[src/rtl/uart_loader.sv]
// rtl/uart_loader.sv - boot loader: length-prefixed UART frame to 32-bit memory writes
// Optional macro UART_LOADER_CHECKSUM_EN adds a trailing mod-256 payload checksum byte.
module uart_loader #(
  parameter int                    ADDR_WIDTH = 14,
  parameter logic [ADDR_WIDTH-1:0] BASE_ADDR  = '0
) (
  input  logic                  clk,
  input  logic                  reset,
  input  logic                  start,
  input  logic [7:0]            rx_data,
  input  logic                  rx_ok,
  output logic                  mem_we,
  output logic [ADDR_WIDTH-1:0] mem_addr,
  output logic [31:0]           mem_wdata,
  output logic                  busy,
  output logic                  done,
  output logic                  error
);

  typedef enum logic [2:0] {
    S_IDLE,
    S_LEN,
    S_DATA,
    S_DONE,
    S_ERROR
`ifdef UART_LOADER_CHECKSUM_EN
    , S_CSUM
`endif
  } state_t;

  // State entered once the payload is exhausted: checksum byte or straight to done.
`ifdef UART_LOADER_CHECKSUM_EN
  localparam state_t S_FINISH = S_CSUM;
`else
  localparam state_t S_FINISH = S_DONE;
`endif

  state_t                state_q, state_d;
  logic [31:0]           len_q;
  logic [31:0]           asm_q;
  logic [1:0]            byte_idx_q;
  logic [ADDR_WIDTH:0]   word_idx_q;
`ifdef UART_LOADER_CHECKSUM_EN
  logic [7:0]            csum_q;
`endif

  logic        start_ok;
  logic        byte_last;
  logic        word_last;
  logic        len_too_big;
  logic [31:0] len_full;
  logic [31:0] word_full;

  // Bytes arrive LSB first, so shifting right leaves the first byte in [7:0].
  assign len_full    = {rx_data, len_q[31:8]};
  assign word_full   = {rx_data, asm_q[31:8]};
  assign byte_last   = (byte_idx_q == 2'd3);
  assign word_last   = (33'(word_idx_q) + 33'd1) == 33'(len_q);
  assign len_too_big = 33'(len_full) > (33'd1 << ADDR_WIDTH);
  assign start_ok    = start && (state_q == S_IDLE || state_q == S_DONE || state_q == S_ERROR);

  assign busy  = (state_q == S_LEN) || (state_q == S_DATA)
`ifdef UART_LOADER_CHECKSUM_EN
                 || (state_q == S_CSUM)
`endif
                 ;
  assign done  = (state_q == S_DONE);
  assign error = (state_q == S_ERROR);

  // State register.
  always_ff @(posedge clk) begin
    if (reset) state_q <= S_IDLE;
    else       state_q <= state_d;
  end

  // Next-state decode; rx_ok outside LEN/DATA/CSUM and start while busy are ignored.
  always_comb begin
    state_d = state_q;
    case (state_q)
      S_IDLE, S_DONE, S_ERROR: begin
        if (start) state_d = S_LEN;
      end
      S_LEN: begin
        if (rx_ok && byte_last) begin
          if (len_full == 32'd0) state_d = S_FINISH;
          else if (len_too_big)  state_d = S_ERROR;
          else                   state_d = S_DATA;
        end
      end
      S_DATA: begin
        if (rx_ok && byte_last && word_last) state_d = S_FINISH;
      end
`ifdef UART_LOADER_CHECKSUM_EN
      S_CSUM: begin
        if (rx_ok) state_d = (rx_data == csum_q) ? S_DONE : S_ERROR;
      end
`endif
      default: state_d = S_IDLE;
    endcase
  end

  // Datapath: length/word assembly, indices, checksum and the registered write port.
  always_ff @(posedge clk) begin
    if (reset) begin
      len_q      <= '0;
      asm_q      <= '0;
      byte_idx_q <= '0;
      word_idx_q <= '0;
      mem_we     <= 1'b0;
      mem_addr   <= BASE_ADDR;
      mem_wdata  <= '0;
`ifdef UART_LOADER_CHECKSUM_EN
      csum_q     <= '0;
`endif
    end else begin
      mem_we <= 1'b0;
      if (start_ok) begin
        len_q      <= '0;
        asm_q      <= '0;
        byte_idx_q <= '0;
        word_idx_q <= '0;
`ifdef UART_LOADER_CHECKSUM_EN
        csum_q     <= '0;
`endif
      end else if (rx_ok && state_q == S_LEN) begin
        len_q      <= len_full;
        byte_idx_q <= byte_idx_q + 2'd1;
      end else if (rx_ok && state_q == S_DATA) begin
        asm_q      <= word_full;
        byte_idx_q <= byte_idx_q + 2'd1;
`ifdef UART_LOADER_CHECKSUM_EN
        csum_q     <= csum_q + rx_data;
`endif
        if (byte_last) begin
          mem_we     <= 1'b1;
          mem_addr   <= BASE_ADDR + word_idx_q[ADDR_WIDTH-1:0];
          mem_wdata  <= word_full;
          word_idx_q <= word_idx_q + 1'b1;
        end
      end
    end
  end

endmodule

[config.mk]
export PLATFORM = sky130hd
export DESIGN_NAME = uart_loader
export DESIGN_NICKNAME = d
export VERILOG_FILES = /design/src/rtl/uart_loader.sv
export SDC_FILE = /design/constraint.sdc
export NUM_CORES = 1
export LEC_CHECK = 0
export ABC_AREA = 1
export CAP_MARGIN = 20
export CORE_ASPECT_RATIO = 2
export CORE_UTILIZATION = 50
export CTS_CLUSTER_SIZE = 25
export DETAILED_ROUTE_END_ITERATION = 6
export HOLD_SLACK_MARGIN = 0.05
export PLACE_DENSITY = 0.8
export SETUP_SLACK_MARGIN = 0.2
export SLEW_MARGIN = 10
export SYNTH_ARGS = -nofsm -noshare
export SYNTH_HDL_FRONTEND = slang
export SYNTH_SLANG_ARGS = --single-unit
[constraint.sdc]
create_clock -name clk -period 2 [get_ports clk]
set_input_delay 0.4 -clock clk [delete_from_list [all_inputs] [get_ports clk]]
set_output_delay 0.4 -clock clk [all_outputs]
set_load 0.1 [all_outputs]
==> results of run 1 <==
cell usage after synthesis:
library cell	count
dfxtp_1	123
o21ai_1	1
clkinv_1	1
nor2_1	72
a21boi_0	1
nor2_4	3
o21bai_1	2
nor2_2	3
nand3_2	2
or2_2	1
clkbuf_1	34
xnor2_1	2
o21ai_2	1
o21ai_0	111
nand2_1	200
nand3_1	33
a31oi_1	2
nor3_4	1
inv_2	1
xor2_1	4
nand2_2	5
inv_1	122
nand3b_1	1
ha_1	2
a211oi_1	1
nand4_1	7
nor3_1	3
a21oi_1	47
per-layer routing:
layer  track usage, %  up-vias  wire length [um]
met5                0        -                 0
met4             20.9        0              1120
met3             8.54       78               754
met2             51.7      193              8320
met1             28.6     2459              5340
li1                 -     2637                 -
registers in the layout, summed over array words and instances, names as in the netlist:
signal      count
mem_we          1
len_q          32
asm_q          24
word_idx_q     15
byte_idx_q      2
state_q         3
mem_wdata      32
mem_addr       14
final cells by class:
cell class / count / area share, %
multi-input cells: 505 / 35.1
flip-flops and latches: 123 / 34.9
repair buffers: 104 / 13.2
clock buffers: 21 / 6.61
inverters: 124 / 6.58
well taps: 137 / 2.41
clock inverters: 10 / 1.30
critical path, delay by kind of cell (launching register included):
kind / cells / cell delay (ns)
flops: 1 / 0.36
simple gates: 13 / 1.39
buf+inv: 1 / 0.13
cells in the final DEF (no fill, tap or decap), types with 2 or more instances in the layout:
| cell type | Yosys | final |
|---|---|---|
| a21oi_1 | 47 | 45 |
| a31oi_1 | 2 | 2 |
| buf_12 | 0 | 9 |
| buf_4 | 0 | 80 |
| buf_6 | 0 | 4 |
| clkbuf_16 | 0 | 17 |
| clkbuf_8 | 0 | 3 |
| clkdlybuf4s50_1 | 0 | 11 |
| clkinv_2 | 0 | 3 |
| clkinvlp_4 | 0 | 4 |
| dfxtp_1 | 123 | 111 |
| dfxtp_2 | 0 | 11 |
| inv_1 | 122 | 120 |
| inv_2 | 1 | 2 |
| nand2_1 | 200 | 189 |
| nand2_2 | 5 | 12 |
| nand2_4 | 0 | 4 |
| nand3_1 | 33 | 29 |
| nand3_2 | 2 | 3 |
| nand3_4 | 0 | 3 |
| nand4_1 | 7 | 7 |
| nor2_1 | 72 | 64 |
| nor2_2 | 3 | 6 |
| nor2_4 | 3 | 8 |
| nor3_1 | 3 | 3 |
| o21ai_0 | 111 | 111 |
| o21ai_2 | 1 | 2 |
| o21bai_1 | 2 | 2 |
| xor2_1 | 4 | 3 |
power by group through the flow:
stage	Sequential [mW]	Clock, mW	Combinational [mW]
6_report	2.56	2.89	1.03
5_1_grt	2.56	3.01	1.13
4_1_cts	2.55	2.91	0.977
3_5_place_dp	2.60	0	0.954
3_3_place_gp	2.60	0	0.948
2_1_floorplan	2.60	0	0.603
stage by stage:
step	worst slack, ns	util [%]	setup TNS [ns]
after floorplan	0.232	-	0
after global placement	0.0557	59.9	0
after detailed placement	0.0270	59.9	0
after CTS	0.173	66.9	0
after global routing	-0.104	67.9	-0.197
final	0.00460	67.9	0
kinds of logic (layout without fill, tap and decap cells):
family / count (synthesis) / count (layout) / synth area share (%)
fa+ha+maj: 2 / 2 / 0.467
flops: 123 / 123 / 45.9
buf+inv: 158 / 259 / 11.1
compound gates: 166 / 166 / 15.8
simple gates: 331 / 331 / 25.7
xor+xnor: 6 / 6 / 0.981
path summary, 6_finish.rpt:
check / to / slack (ns)
worst max-delay path: state_q[2]$_SDFFE_PP0P_ / 0.005
worst min-delay path: mem_wdata[20]$_SDFFE_PP0P_ / 0.47
worst max register to register: state_q[2]$_SDFFE_PP0P_ / 0.005
worst min register to register: mem_wdata[20]$_SDFFE_PP0P_ / 0.47
repair_timing:
action	CTS	global route
endpoints found under the setup margin	5	16
pin swaps	15	14
setup buffers	8	2
resized for setup	30	26
==> results_dict.tcl, run 1 <==
set metrics [dict create \
    status "completed" \
    clockRootBuffer "clkbuf_16" \
    grt_max_degree 62 \
    port_buf_inserts 61 \
    number_of_nets_in_the_synthesized_netlist 800 \
    dpl-instance-area_mm2 0.00628 \
    finalClockSkew_ns 0.00648 \
    die_height_um 148 \
    worst_hold_path_type "reg2reg" \
    synth_area_mm2 0.00536 \
    synth.lib_cells_used.distinct 28 \
    design.die.area_mm2 0.0112 \
    setup.worst_path.end_class "flip-flop" \
    route.antenna.remaining_nets 0 \
    avgSynthCellArea_um2 6.82 \
    cts.path.max_buffers 2 \
    synth_top_cells_by_area "dfxtp_1 46%, nand2_1 14%, o21ai_0 10%" \
    cap_violations 0 \
    number_of_filler_cells_placed_in_the_layout 868 \
    worstSkewPairLatency_ns 0.42 \
    effective_utilization_at_floorplan_pct 51.1 \
    placementRows 53 \
    worst_pin_slew_ns 0.369 \
    area.growth.synth_to_final_pct 32.8 \
    cts-htree-levels 4 \
    p_comb_share_pct 15.9 \
    numCtsBuffers 17 \
    power_leakage_nw 3.51 \
    synth_top_area_share_pct 45.9 \
    timing.slew.headroom_pct 75.3 \
    register_clock_pin_slew_on_the_reported_worst_setup_and_hold_paths_ns 0.06 \
    antenna_fix_cells 0 \
    hold_slack_ns 0.473 \
    finalPower_mw 6.48 \
    worst_r2r_startpoint "word_idx_q[1]$_SDFFE_PP0P_" \
    post_layout_nonfiller_instances 1024 \
    register_area_mm2 0.00248 \
    antenna_found_initial 0 \
    multi_input_comb_area_mm2 0.00250 \
    drive_above_1_share_pct 20.6 \
    final_nets 889 \
    place_hpwl_um 10200 \
    gr_overflow_total 0 \
    worst_path_cell_chain "buf_6 -> nand3_2 -> nor2_4 -> nand3_1 -> nand2_1 -> nand2_1 -> nand2_1 -> nand2_2 -> nor3_4 -> nand3_2 -> nand2_2 -> nand2_1 -> nand2_1 -> nor2_1" \
    via_count_of_the_first_global_routing_pass 5124 \
    worstHoldStart "asm_q[28]$_SDFFE_PP0P_" \
    power_density_mw_per_mm2 911 \
    grt_usage_pct 29.7 \
    cp_max_fo 4 \
    io-pin-count 62 \
    slew_violations 0 \
    max-vdd-ir-drop_mv 0.763 \
    routed-via-count 5367 \
    worstHoldPathCells 2 \
    wl_um 15500 \
    synthCells 786 \
    die_w_um 75.2 \
    routed_length_per_instance_um 15.2 \
    power.share.switching_pct 28.4 \
    total_number_of_yosys_warnings 0 \
    critical_path_arrival_ns 2.30 \
    p_seq_share_pct 39.5 \
    finalCritPeriodShare_pct 99.8 \
    gpl.final_weighted_congestion 0.947 \
    worst_setup_path_startpoint "word_idx_q[1]$_SDFFE_PP0P_" \
    timing_hold_violations_final 0 \
    netlist.top_cell.by_area "dfxtp_1" \
    net-switching-power_mw 1.84 \
    dr.pass1.iters 5 \
    finalWorstPathRequiredPeriod_ns 2.00 \
    vias_per_cell 5.24 \
    wire_length_of_the_first_global_routing_pass_um 24600 \
    cp_startpoint_kind "flip-flop" \
    core_area_mm2 0.0105 \
    achievable_clock_frequency_mhz 501 \
    cts_hold_buf 0 \
    int_power_mw 4.64 \
    design_area_mm2 0.00711 \
    cp_slowest_cell "dfxtp_2" \
    setup_viol_count_final 0 \
    drt_first_iter_violations 404 \
    worst_r2r_path_depth 14 \
    synth.ff_latch_count 123 \
    synth-seq-area-share_pct 45.9 \
    clkPwrFrac_pct 44.6 \
    critical-path-max-stage-delay_ns 0.36 \
    path_class "reg2reg" \
    cts.sinks 123 \
    grt_setup_unrepaired "yes" \
    post-route-drc-count 0 \
    timing.critical_path.mode_cell "nand2_1" \
    cts_tree "built" \
    required_ns 2.31 \
    place_inst 983 \
]
Note: power is estimated with default switching activity, not from simulation.
==> inputs of run 2 (changes only) <==
CTS_BUF_LIST = sky130_fd_sc_hd__clkbuf_8   (was unset)
CTS_CLUSTER_SIZE = 40   (was 25)
==> results_dict.tcl, run 2 (synthesis gave the netlist of run 1 again) <==
set metrics [dict create \
    status "completed" \
    setup_viol_count_final 0 \
    worstHoldPathCells 1 \
    dpl-instance-area_mm2 0.00628 \
    achievable_clock_frequency_mhz 522 \
    hold_slack_ns 0.462 \
    biggestRegsByFlops "len_q x32, mem_wdata x32, asm_q x24" \
    timing_hold_violations_final 0 \
    dr.pass1.iters 5 \
    worst_r2r_startpoint "word_idx_q[5]$_SDFFE_PP0P_" \
    area.growth.synth_to_final_pct 30.4 \
    clockRootBuffer "clkbuf_8" \
    cts.path.max_buffers 2 \
    timing.critical_path.mode_cell "nand2_1" \
    worstHoldStart "byte_idx_q[0]$_SDFFE_PP0P_" \
    cp_max_fo 5 \
    via_count_of_the_first_global_routing_pass 4951 \
    cts.sinks 123 \
    worst_path_cell_chain "nand2_1 -> nor2_2 -> nand3_2 -> nand2_1 -> nand2_1 -> nand2_1 -> nand2_2 -> nor3_4 -> nand3_4 -> nand2_2 -> nand2_1 -> nand2_1 -> nor2_1" \
    antenna_fix_cells 0 \
    vias_per_cell 5.22 \
    worst_pin_slew_ns 0.337 \
    place_hpwl_um 10200 \
    cts_tree "built" \
    setup.worst_path.end_class "flip-flop" \
    path_class "reg2reg" \
    register_clock_pin_slew_on_the_reported_worst_setup_and_hold_paths_ns 0.07 \
    die_w_um 75.2 \
    worstSkewPairLatency_ns 0.45 \
    critical_path_arrival_ns 2.26 \
    drive_above_1_share_pct 21.8 \
    finalClockSkew_ns 0.00925 \
    postLayoutSetupSlackWorst_ns 0.0847 \
    routed_length_per_instance_um 14.8 \
    io-pin-count 62 \
    design_area_mm2 0.00699 \
    worst_r2r_path_depth 13 \
    cap_violations 0 \
    cp_startpoint_kind "flip-flop" \
    cts-htree-levels 4 \
    final_nets 891 \
    port_buf_inserts 61 \
    antenna_found_initial 0 \
    effective_utilization_at_floorplan_pct 51.1 \
    timing.slew.headroom_pct 77.5 \
    gpl.final_weighted_congestion 0.947 \
    slew_violations 0 \
    power_leakage_nw 3.43 \
    wl_um 15200 \
    worst_hold_path_type "reg2reg" \
    route.antenna.remaining_nets 0 \
    required_ns 2.35 \
    design.die.area_mm2 0.0112 \
    finalCritPeriodShare_pct 95.8 \
    place_ws_ns 0.0270 \
    power_density_mw_per_mm2 807 \
    post-route-drc-count 0 \
    core_area_mm2 0.0105 \
    cp_slowest_cell "dfxtp_2" \
    mostFrequentLayoutCells "189 x nand2_1, 119 x inv_1, 112 x dfxtp_1" \
    wire_length_of_the_first_global_routing_pass_um 23400 \
    drt_first_iter_violations 381 \
    final_core_utilization_pct 66.7 \
    max-vdd-ir-drop_mv 0.703 \
    placementRows 53 \
    worst_setup_path_startpoint "word_idx_q[5]$_SDFFE_PP0P_" \
    gr_overflow_total 0 \
    grt_setup_unrepaired "yes" \
    finalWorstPathRequiredPeriod_ns 1.92 \
    die_height_um 148 \
    numCtsBuffers 17 \
    grt_max_degree 62 \
    routed-via-count 5354 \
    grt_usage_pct 28.3 \
    final_common_cell "nand2_1" \
    critical-path-max-stage-delay_ns 0.38 \
]
## run 2: cell count changes in the layout (fill, tap and decap cells not counted), moves of 2 or more
| cell | before | now |
|---|---|---|
| clkbuf_16 | 17 | 0 |
| inv_2 | 2 | 4 |
| dfxtp_2 | 11 | 8 |
| nand3_2 | 3 | 8 |
| nand3_1 | 29 | 24 |
| dfxtp_4 | 1 | 3 |
| clkbuf_8 | 3 | 20 |
| buf_4 | 80 | 82 |
## run 2: per-layer routing
| metal | GRT usage [%] | up-vias | part of all wire (%) |
|---|---|---|---|
| met5 | 0 | - | 0 |
| met4 | 19.8 | 0 | 6.9 |
| met3 | 5.56 | 81 | 4.5 |
| met2 | 50.0 | 214 | 53 |
| met1 | 28.4 | 2418 | 35 |
| li1 | - | 2641 | - |
## run 2: cell type report
type | count | area [um^2]
clock inverters | 11 | 96.3
repair buffers | 106 | 951
clock buffers | 20 | 275
inverters | 124 | 468
multi-input cells | 505 | 2540
fillers | 905 | 3490
well taps | 137 | 171
flip-flops and latches | 123 | 2480
## run 2: timing repair
item                       CTS  global route
hold buffers                 0             0
gates resized for setup     25            43
setup buffers                9             3
setup endpoints to repair    4            15
pin swaps                   14            15
## run 2: worst max-delay path, delay by kind of cell, from the launching register on
kind / cells / cell delay, ns
flops: 1 / 0.38
simple gates: 13 / 1.42
## run 2: report_power, final
part | internal [mW] | leakage [nW] | total, mW | switching (mW)
sequential | 2.50 | 0.998 | 2.55 | 0.0455
combinational | 0.332 | 2.25 | 1.02 | 0.684
clock | 1.06 | 0.184 | 2.07 | 1.01
## run 2: metrics by stage
stage                     std cells  power [mW]  TNS, ns
final                          1026        5.64        0
after global routing           1026        5.83   -0.185
after CTS                      1023        5.60        0
after detailed placement        983        3.55        0
after global placement          983        3.54        0
after floorplan                 786        3.20        0
## run 2: worst paths after layout
check / to / slack [ns]
worst max register to register: state_q[2]$_SDFFE_PP0P_ / 0.08
worst max-delay path: state_q[2]$_SDFFE_PP0P_ / 0.08
worst min-delay path: byte_idx_q[0]$_SDFFE_PP0P_ / 0.46
worst min register to register: byte_idx_q[0]$_SDFFE_PP0P_ / 0.46
==> RTL edit 1, RTL diff (settings of run 1) <==
Reset style: asynchronous (`reset`), changed in 2 clocked blocks.
--- a/src/rtl/uart_loader.sv
+++ b/src/rtl/uart_loader.sv
@@ -68,7 +68,7 @@
   assign error = (state_q == S_ERROR);
 
   // State register.
-  always_ff @(posedge clk) begin
+  always_ff @(posedge clk or posedge reset) begin
     if (reset) state_q <= S_IDLE;
     else       state_q <= state_d;
   end
@@ -100,7 +100,7 @@
   end
 
   // Datapath: length/word assembly, indices, checksum and the registered write port.
-  always_ff @(posedge clk) begin
+  always_ff @(posedge clk or posedge reset) begin
     if (reset) begin
       len_q      <= '0;
       asm_q      <= '0;
Function: differs if reset is asserted again (counterexample within 4 cycles, from zero or initial values and one cycle with reset high); with reset held inactive, the same outputs for 4 cycles.
==> RTL edit 1 against run 1 <==
  * The run now ends with setup timing left
  * Total power increased by 19%
  * Routed wire length decreased by 11%
  * Design area decreased by 2.4%
  * Worst setup slack got worse by 0.049 ns
  * Synthesized area decreased by 1.1%
  * Sequential cell count unchanged
  * Critical path depth unchanged
  * Die area decreased by 1.1%
  * Clock skew decreased by 0.0018 ns
  * Sequential share of layout area increased by 9.5 points
  * Core utilization increased by 0.069 points
  * Global-route usage decreased by 2.4 points
  * Highest routed layer unchanged
==> RTL edit 1: results (changes against run 1) <==
| Metric | Value |
|---|---|
| Status | complete, but fails checks (was finished clean) |
| Violated checks | setup timing |
| Synth Area in XOR/XNOR | 0.661% (was 0.981%) |
| Max Clock Skew | 0.00468 ns (was 0.00648 ns) |
| Fill cells | 784 (was 868) |
| WL/cell | 16.5 um (was 15.2 um) |
| Clkbuf count | 20 (was 21) |
| First-pass GRT wire length | 22400 um (was 24600 um) |
| Non-clk invs | 104 (was 124) |
| VDD IR-drop max | 0.793 mV (was 0.763 mV) |
| Worst Slack Setup Final | -0.0443 ns (was 0.00460 ns) |
| Non-clock buffers | 88 (was 104) |
| Compound-gate portion of the synthesized area | 13.3% (was 15.8%) |
| Placed insts | 785 (was 983) |
| RR Endpoint | state_q[1]$_DFFE_PP0P_ (was state_q[2]$_SDFFE_PP0P_) |
| Setup-failing EPs final | 2 (was 0) |
| Multi-input combinational area share | 26.9% (was 35.1%) |
| Hold Path Class | primary input to async pin (was flop to flop) |
| Worst Tran Pin Value | 0.327 ns (was 0.369 ns) |
| Design Area, Final | 0.00694 mm^2 (was 0.00711 mm^2) |
| Sequential-to-total area share from yosys stat | 58.1% (was 45.9%) |
| Multi-input gates | 352 (was 505) |
| Placed instance area | 0.00606 mm^2 (was 0.00628 mm^2) |
| Area contributors post-synth | dfrtp_1 (58%), nand2_1 (9.1%), o22ai_1 (7.8%) (was dfxtp_1 (46%), nand2_1 (14%), o21ai_0 (10%)) |
| DRT iter0 DRCs | 375 (was 404) |
| Clk tree area frac | 8.67% (was 7.91%) |
| Worst EP arrival | 2.34 ns (was 2.30 ns) |
| Total track usage | 27.3% (was 29.7%) |
| Share of post-route cells with drive strength above 1 | 22.0% (was 20.6%) |
| Slowest-stage cell, CP | dfrtp_1 (was dfxtp_2) |
| Dpl ws | 0.0396 ns (was 0.0270 ns) |
| Post-route setup TNS | -0.0806 ns (was 0 ns) |
| Via Count | 4669 (was 5367) |
-- RTL edit 1: cell count changes after synthesis, sizes merged, moves of 12 or more --
cell,run 1,this run
a21oi,47,1
buf,0,12
clkbuf,34,11
dfrtp,0,123
dfxtp,123,0
inv,123,103
nand2,205,132
nor2,78,38
o21ai,113,55
o22ai,0,66
-- RTL edit 1: metal layers --
layer	GRT usage (%)	share of wire, %	vias up
met5	0	0	-
met4	14.5	4.5	0
met3	6.34	4.7	52
met2	45.8	54	203
met1	31.3	37	2263
li1	-	-	2151
-- RTL edit 1: what timing repair did --
item | CTS | global route
gates cloned | 0 | 1
resized for setup | 29 | 19
pin swaps | 10 | 15
hold buffers | 0 | 0
buffers inserted | 11 | 5
endpoints found under the setup margin | 91 | 103
-- RTL edit 1: report_power, final --
group	leakage (nW)	switching, mW	internal (mW)	total [mW]
registers	1.70	0.129	2.72	2.85
clock network	0.300	1.09	2.01	3.11
logic	1.32	1.14	0.581	1.73
==> RTL edit 2, RTL diff (settings of run 1) <==
Made on the original files. Set the parameter `ADDR_WIDTH` to 15 (it was 14).
--- a/src/rtl/uart_loader.sv
+++ b/src/rtl/uart_loader.sv
@@ -1,7 +1,7 @@
 // rtl/uart_loader.sv - boot loader: length-prefixed UART frame to 32-bit memory writes
 // Optional macro UART_LOADER_CHECKSUM_EN adds a trailing mod-256 payload checksum byte.
 module uart_loader #(
-  parameter int                    ADDR_WIDTH = 14,
+  parameter int                    ADDR_WIDTH = 15,
   parameter logic [ADDR_WIDTH-1:0] BASE_ADDR  = '0
 ) (
   input  logic                  clk,
Interface: changed (resized mem_addr); port bits go from 62 to 63. The function was not compared with the original's and may differ.
==> RTL edit 2 against run 1 <==
  * Global-route usage decreased by 0.68 points
  * Fmax increased by 2.6%
  * Sequential share of layout area decreased by 1.4 points
  * Worst setup slack improved by 0.050 ns
  * Design area increased by 5.9%
  * Via count increased by 8.3%
  * Critical path depth increased by 1
  * Total power increased by 6.3%
  * Non-clock buffer count increased by 14
  * Synthesized area increased by 5.5%
  * Highest routed layer unchanged
  * Largest power group unchanged
  * Sequential cell count increased by 2
  * Routed wire length increased by 6.1%
==> RTL edit 2: results (changes against run 1) <==
| Metric | Value |
|---|---|
| Routed wire length | 16500 um (was 15500 um) |
| Syn_nets | 864 (was 800) |
| Share of post-route cells with drive strength above 1 | 20.6% (about the same) |
| Compound-gate portion of the synthesized area | 15.5% (was 15.8%) |
| Crit path launch | word_idx_q[0]$_SDFFE_PP0P_ (was word_idx_q[1]$_SDFFE_PP0P_) |
| DIE WIDTH | 77.2 um (was 75.2 um) |
| DRT iter0 DRCs | 353 (was 404) |
| PortBufs | 62 (was 61) |
| Largest net degree at the start of global routing | 39 (was 62) |
| Sw Share | 28.3% (was 28.4%) |
| Worst Tran Pin Value | 0.335 ns (was 0.369 ns) |
| WL/cell | 14.9 um (was 15.2 um) |
| Status | finished clean (unchanged) |
| GP Congestion | 0.950 (was 0.947) |
| Nets | 964 (was 889) |
| Clock power frac | 46.8% (was 44.6%) |
| Worst EP arrival | 2.26 ns (was 2.30 ns) |
| Max Freq | 0.514 GHz (was 0.501 GHz) |
| Reg2Reg Setup Slack | 0.05 ns (was 0.005 ns) |
| Crit-path max FO | 6 (was 4) |
| Placed insts | 1066 (was 983) |
| Static leakage | 3.73 nW (was 3.51 nW) |
| Avg Inst Size Synth | 6.66 um^2 (was 6.82 um^2) |
| Synth Area in XOR/XNOR | 0.620% (was 0.981%) |
| Cell Int Power | 4.94 mW (was 4.64 mW) |
| Worst Reg-to-Reg Cells | 15 (was 14) |
| Ys async rst share | 0% (unchanged) |
| Via density | 5.27 (was 5.24) |
| Top cells by count, synth | nand2_1 (225), inv_1 (137), dfxtp_1 (125) (was nand2_1 (200), dfxtp_1 (123), inv_1 (122)) |
| Slowest-stage cell, CP | dfxtp_4 (was dfxtp_2) |
| CP peak stage delay | 0.39 ns (was 0.36 ns) |
| Sequential-to-total area share from yosys stat | 44.3% (was 45.9%) |
| Placed instance area | 0.00667 mm^2 (was 0.00628 mm^2) |
| H-tree level count | 4 (unchanged) |
| Dpl ws | -0.0389 ns (was 0.0270 ns) |
| Vias in the first global route | 5544 (was 5124) |
| Synth Area in Adders | 0.664% (was 0.467%) |
| Total track usage | 29.0% (was 29.7%) |
| Hold Path Class | flop to flop (unchanged) |
| Area contributors post-synth | dfxtp_1 (44%), nand2_1 (15%), o21ai_0 (10%) (was dfxtp_1 (46%), nand2_1 (14%), o21ai_0 (10%)) |
| VDD IR-drop max | 0.772 mV (was 0.763 mV) |
| Combinational power share | 15.6% (was 15.9%) |
| Total setup buffers inserted after CTS | 1 (was 8) |
| Max Clock Skew | 0.00908 ns (was 0.00648 ns) |
| First-pass GRT wire length | 26200 um (was 24600 um) |
| Synth warn | 0 (unchanged) |
| CTS Buffer Depth | 2 (unchanged) |
| Detailed placer's ending HPWL | 11600 um (was 10200 um) |
==> RTL edit 2: cell type report <==
cell class / instances / area, um^2
Fill cell: 919 / 3410
Multi-Input combinational cell: 547 / 2690
Sequential cell: 125 / 2520
Timing Repair Buffer: 118 / 1000
Inverter: 140 / 533
Clock buffer: 18 / 439
Clock inverter: 14 / 179
Tap cell: 140 / 175
==> RTL edit 2: how the worst min path moves through the flow <==
stage / cells after the start / from / end / slack [ns]
after detailed placement: 1 / byte_idx_q[0]$_SDFFE_PP0P_ / byte_idx_q[0]$_SDFFE_PP0P_ / 0.46
final: 1 / byte_idx_q[0]$_SDFFE_PP0P_ / byte_idx_q[0]$_SDFFE_PP0P_ / 0.46
after global routing: 1 / byte_idx_q[0]$_SDFFE_PP0P_ / byte_idx_q[0]$_SDFFE_PP0P_ / 0.48
after global placement: 1 / byte_idx_q[0]$_SDFFE_PP0P_ / byte_idx_q[0]$_SDFFE_PP0P_ / 0.45
after CTS: 1 / byte_idx_q[0]$_SDFFE_PP0P_ / byte_idx_q[0]$_SDFFE_PP0P_ / 0.46
after floorplan: 1 / byte_idx_q[0]$_SDFFE_PP0P_ / byte_idx_q[0]$_SDFFE_PP0P_ / 0.43
==> RTL edit 2: logic make-up (layout without fill, tap and decap cells) <==
kind of cell / Yosys count / count (layout)
xor+xnor: 4 / 4
compound gates: 172 / 172
buf+inv: 177 / 290
flops: 125 / 125
simple gates: 368 / 368
fa+ha+maj: 3 / 3
==> RTL edit 2: layer usage <==
metal	GRT usage, %	vias to the layer above	share of wire [%]
li1	-	2874	-
met1	26.4	2660	34
met2	52.0	200	53
met3	5.63	78	3.9
met4	27.0	0	8.9
met5	0	-	0
